[config.mk]
export PLATFORM = sky130hd
export DESIGN_NAME = button_keypad_decoder
export DESIGN_NICKNAME = d
export VERILOG_FILES = /design/src/rtl/button_keypad_decoder.sv
export SDC_FILE = /design/constraint.sdc
export NUM_CORES = 1
export LEC_CHECK = 0
export CORE_ASPECT_RATIO = 0.6
export CORE_MARGIN = 5
export CORE_UTILIZATION = 60
export DETAILED_ROUTE_END_ITERATION = 10
export PLACE_DENSITY = 0.86
export SYNTH_ARGS = -nofsm -noshare
export SYNTH_HDL_FRONTEND = slang
export SYNTH_SLANG_ARGS = --single-unit
[constraint.sdc]
create_clock -name clk -period 3.8 [get_ports clk]
set_clock_uncertainty 0.15 [all_clocks]
set_input_delay 0.57 -clock clk [delete_from_list [all_inputs] [get_ports clk]]
set_output_delay 0.57 -clock clk [all_outputs]
set_load 0.005 [all_outputs]
[src/rtl/button_keypad_decoder.sv]
// button_keypad_decoder: synchronises, debounces and priority-encodes push-buttons
// into a key index with a one-cycle strobe, plus optional auto-repeat of a held key.
module button_keypad_decoder #(
   parameter int N_BTN        = 8,
   parameter int IDX_W        = 3,
   parameter int DEBOUNCE_CYC = 4,
   parameter int REPEAT_DELAY = 0,
   parameter int REPEAT_RATE  = 4,
   parameter int ACTIVE_LOW   = 1
) (
   input  logic             clk,
   input  logic             rst_n,
   input  logic [N_BTN-1:0] btn,
   input  logic             repeat_en,
   output logic [IDX_W-1:0] key_idx,
   output logic             key_valid,
   output logic             key_held,
   output logic             key_multi,
   output logic [N_BTN-1:0] btn_state
);
   localparam int CW = $clog2(DEBOUNCE_CYC + 1);
   localparam int RMAX = REPEAT_DELAY > REPEAT_RATE ? REPEAT_DELAY : REPEAT_RATE;
   localparam int TW = $clog2(RMAX + 1);
   localparam logic [N_BTN-1:0] REL = ACTIVE_LOW != 0 ? '1 : '0;
   localparam logic [CW-1:0] DB_LAST = CW'(DEBOUNCE_CYC - 1);
   localparam logic [TW-1:0] DLY_LAST = REPEAT_DELAY > 0 ? TW'(REPEAT_DELAY - 1) : '0;
   localparam logic [TW-1:0] RATE_LAST = TW'(REPEAT_RATE - 1);
   localparam bit RPT_ON = REPEAT_DELAY > 0;

   typedef enum logic [1:0] {IDLE, HELD, RPT} state_t;

   logic [N_BTN-1:0] sync1, sync2, synced, deb, press;
   logic [IDX_W-1:0] hi, idx_d;
   logic [TW-1:0]    timer, timer_d;
   logic             any, strobe;
   state_t           state, state_d;

   // reset parks the synchronisers at the released level so a held key re-strobes
   always_ff @(posedge clk or negedge rst_n)
      if (!rst_n) begin
         sync1 <= REL;
         sync2 <= REL;
      end else begin
         sync1 <= btn;
         sync2 <= sync1;
      end

   assign synced = ACTIVE_LOW != 0 ? ~sync2 : sync2;

   for (genvar i = 0; i < N_BTN; i++) begin : g_deb
      logic [CW-1:0] cnt;
      logic          d;
      always_ff @(posedge clk or negedge rst_n)
         if (!rst_n) begin
            cnt <= '0;
            d   <= 1'b0;
         end else if (synced[i] == d) begin
            cnt <= '0;
         end else if (cnt == DB_LAST) begin
            cnt <= '0;
            d   <= synced[i];
         end else begin
            cnt <= cnt + 1'b1;
         end
      assign deb[i] = d;
   end

   // btn_state is the previous debounced vector, so it doubles as the edge reference
   assign press = deb & ~btn_state;
   assign any   = |press;

   always_comb begin
      hi = '0;
      for (int i = 0; i < N_BTN; i++)
         if (press[i]) hi = IDX_W'(i);
   end

   always_comb begin
      state_d = state;
      idx_d   = key_idx;
      strobe  = 1'b0;
      timer_d = timer == '1 ? timer : timer + 1'b1;
      case (state)
         IDLE: begin
            timer_d = '0;
            if (any) begin
               idx_d   = hi;
               strobe  = 1'b1;
               state_d = HELD;
            end
         end
         HELD:
            if (!deb[key_idx]) begin
               state_d = IDLE;
               timer_d = '0;
            end else if (any) begin
               idx_d   = hi;
               strobe  = 1'b1;
               timer_d = '0;
            end else if (RPT_ON && repeat_en && timer == DLY_LAST) begin
               strobe  = 1'b1;
               timer_d = '0;
               state_d = RPT;
            end
         RPT:
            if (!deb[key_idx]) begin
               state_d = IDLE;
               timer_d = '0;
            end else if (any) begin
               idx_d   = hi;
               strobe  = 1'b1;
               timer_d = '0;
               state_d = HELD;
            end else if (!repeat_en) begin
               timer_d = '0;
               state_d = HELD;
            end else if (timer == RATE_LAST) begin
               strobe  = 1'b1;
               timer_d = '0;
            end
         default: begin
            state_d = IDLE;
            timer_d = '0;
         end
      endcase
   end

   always_ff @(posedge clk or negedge rst_n)
      if (!rst_n) begin
         state     <= IDLE;
         timer     <= '0;
         key_idx   <= '0;
         key_valid <= 1'b0;
         key_held  <= 1'b0;
         key_multi <= 1'b0;
         btn_state <= '0;
      end else begin
         state     <= state_d;
         timer     <= timer_d;
         key_idx   <= idx_d;
         key_valid <= strobe;
         key_held  <= deb[idx_d];
         key_multi <= (deb & (deb - 1'b1)) != '0;
         btn_state <= deb;
      end
endmodule
==> run_results.csv <==
group,metric,value,unit
logic_synthesis,synth_area_leaders,"dfrtp_1, dfstp_2, nor3b_1, ha_1, nand2b_1",
layout,fill_cells,292,
worst_setup_path,critPathKind,"reg -> reg",
timing,max_slew.worst_pin.slew,0.6706,ns
cts,cts_made_buffers,9,
worst_setup_path,worst_ep_arrival_time,2.76,ns
layout,drive_above_1_share,20.85,%
logic_synthesis,syn_area_per_cell,13.05,um^2
layout,utilization,74.91,%
logic_synthesis,synth_fa_ha_area_share,4.624,%
layout,fin_cells,295,
global_routing,grt_pass1_wl,7569,um
cts,post_cts_buffers,0,
cts,h-tree-depth,3,
drt,route.detailed.drc,0,
power,netSwitchingPower,955.6,uW
layout,area_growth,19.51,%
worst_setup_path,crit_family,"simple AND/OR/NAND/NOR gates",
worst_setup_path,cpPeakStageDelay,0.51,ns
timing,rsz0062_at_grt,"no",
floorplanning,die_h,60.97,um
timing,drv_slew,0,
layout,final_common_cell,"dfrtp_1",
logic_synthesis,synth-xor-area-share,2.697,%
power,pwr-share-clk,22.7,%
logic_synthesis,ys_seq_area_share,61.46,%
logic_synthesis,yosys.area.top_type,"dfrtp_1",
logic_synthesis,synth_top_area_share,45.28,%
timing,finalSetupTns,0,ns
floorplanning,rows,18,
drt,routed_wl,4361,um
drt,vias,1565,
run,maxCapViolations,0,
cts,hold_buffers,0,
logic_synthesis,syn-instance-count,199,
global_routing,grt_pass1_vias,1621,
logic_synthesis,synth_edf_count,0,
worst_setup_path,critPathBufInv,0,
outcome,status,"finished clean",
worst_setup_path,critPathMaxFanout,8,
power,power_per_cell_area,899.0,nW/um^2
drt,wl_per_cell,14.78,um
placement,globalplace.congestion,0.8721,
layout,antenna_cells,0,
logic_synthesis,syn-num-nets,218,
floorplanning,start_util,62.68,%
floorplanning,die_width,94.94,um
logic_synthesis,synth_compound_area_share,8.863,%
layout,final_nets,249,
drt,vias_per_cell,5.305,
logic_synthesis,synth_top_family_by_area,"simple AND/OR/NAND/NOR gates",
global_routing,antenna_found_initial,0,
logic_synthesis,syn-cell-area,2597,um^2
drt,ant_nets,0,
logic_synthesis,yosysWarnings,0,
cts,cts_sinks,63,
floorplanning,ios,25,
logic_synthesis,ys_ff_latch,63,
power,cell_internal_pwr,1835,uW
timing,setup_viol,0,
logic_synthesis,ys.flop_type,"dfrtp_1",
timing,max_freq,377.3,MHz
power,switching_share,34.24,%
floorplanning,die_area,5788,um^2
timing,period_share,69.74,%
timing,slew_headroom,55.29,%
global_routing,grt-ovfl-total,0,
logic_synthesis,synthSimpleGateAreaFrac,15.90,%
layout,layout_common_cells,"dfrtp_1, clkdlybuf4s50_1, nor3b_1, dfstp_2, nand2b_1",
cts,cts_root_buf,"clkbuf_8",
logic_synthesis,synth_cell_types,46,
drt,drt_first_pass_iters,4,
power,p_comb_share,38.7,%
worst_setup_path,slowest_stage,"dfrtp_1",
drt,drtIter0Drc,118,
global_routing,track_usage,18.25,%
worst_setup_path,end_kind,"flop",
placement,dp_cells,279,
cts,cts_tree,"done",
cts,cts_resized,0,
placement,hpwl,2992,um
cts,clkLatencyLatePin,0.33,ns
power,leakage,0.001399,uW
cts,clk_pin_slew,0.06,ns
placement,io_buffers,23,
worst_setup_path,path_cells,"or2b_1 > and4_4 > a211oi_2 > mux2i_2 > a211oi_1 > nor3_1 > a2bb2oi_2",
global_routing,grt_max_degree,33,
power,pwr-share-seq,38.6,%
power,peakVddDrop,463.9,uV
worst_setup_path,cp.required,3.91,ns
floorplanning,core_area,4144,um^2
logic_synthesis,muxShareOfSynthArea,3.757,%
timing,final_hold_viol_count,0,
timing,finalCriticalPeriod,2.650,ns
worst_setup_path,start_kind,"flop",
min_path,hp-class,"in -> async",
logic_synthesis,async_flop_share,100.0,%
cts,clockBufferDepth,2,
worst_setup_path,reg2reg_setup_slack,1.15,ns
timing,whs,0.1245,ns
[cells by family after synthesis]
group | Yosys count
simple gates | 67
flops | 63
compound gates | 27
buf+inv | 16
fa+ha+maj | 10
xor+xnor | 8
mux | 8
[synthesized netlist by cell type, types with 2 or more instances]
cell,number
dfrtp_1,47
buf_2,2
inv_1,11
nor2b_1,3
nand2_1,12
and3_1,5
maj3_1,2
xor2_1,8
ha_1,8
nand2b_1,13
mux2i_1,2
nor3_1,2
dfstp_2,16
or2b_1,2
a211oi_2,2
o22ai_1,2
nor2_1,4
a211oi_1,3
mux2_4,2
o21ai_0,9
mux2_2,2
nand3_1,3
nor3b_1,16
[metal layers]
| layer | track usage (%) | share of wire, % | up-vias | wire length [um] |
|---|---|---|---|---|
| li1 | - | - | 752 | - |
| met1 | 23.70 | 47 | 753 | 2033 |
| met2 | 27.56 | 46 | 50 | 2016 |
| met3 | 7.311 | 5.2 | 10 | 228 |
| met4 | 8.008 | 1.9 | 0 | 83 |
| met5 | 0 | 0 | - | 0 |
[registers in the layout, indices dropped and copies added, names as in the netlist]
register	count
key_held	1
state	1
key_multi	1
btn_state	8
key_idx	3
key_valid	1
sync1	8
g_deb.d	8
g_deb.cnt	24
sync2	8
[area by class of cell]
cell class                 instances  area [um^2]  share of cell area, %
multi-input combinational        120        930.9                  29.99
clock buffer                      13        158.9                  5.119
inverter                          12        45.04                  1.451
tap                               60        75.07                  2.418
sequential                        63         1597                  51.43
clock inverter                     3        65.06                  2.096
timing repair buffer              24        232.7                  7.497
[stage by stage]
step	area [um^2]	setup WS, ns	power [uW]
CTS	3104	1.191	2812
global route	3104	1.050	2990
floorplan	2597	1.568	1818
finish	3104	1.150	2791
detailed placement	2880	1.328	2145
global placement	2880	1.371	2099
[worst paths after layout]
kind,startpoint,endpoint,depth (start not counted)
setup / recovery,g_deb[7].d,key_held,7
hold / removal,rst_n,key_idx[2],1
setup reg to reg,g_deb[7].d,key_held,7
hold reg to reg,sync1[4],sync2[4],0
max in group asynchronous,rst_n,sync1[5],2
min in group clk,sync1[4],sync2[4],0
[power by group through the flow]
stage	combinational [uW]	clock [uW]	sequential (uW)
finish	1080	634	1080
global route	1190	693	1110
CTS	1080	655	1080
detailed placement	1060	0	1080
global placement	1020	0	1070
floorplan	813	0	1010
[worst register-to-register path, cell delays in order, from the launching register on]
cell and delay [ns]:
dfrtp_1 0.51, or2b_1 0.30, and4_4 0.21, a211oi_2 0.34
mux2i_2 0.46, a211oi_1 0.14, nor3_1 0.31, a2bb2oi_2 0.16
No activity file was read; power rests on OpenSTA's default activity.
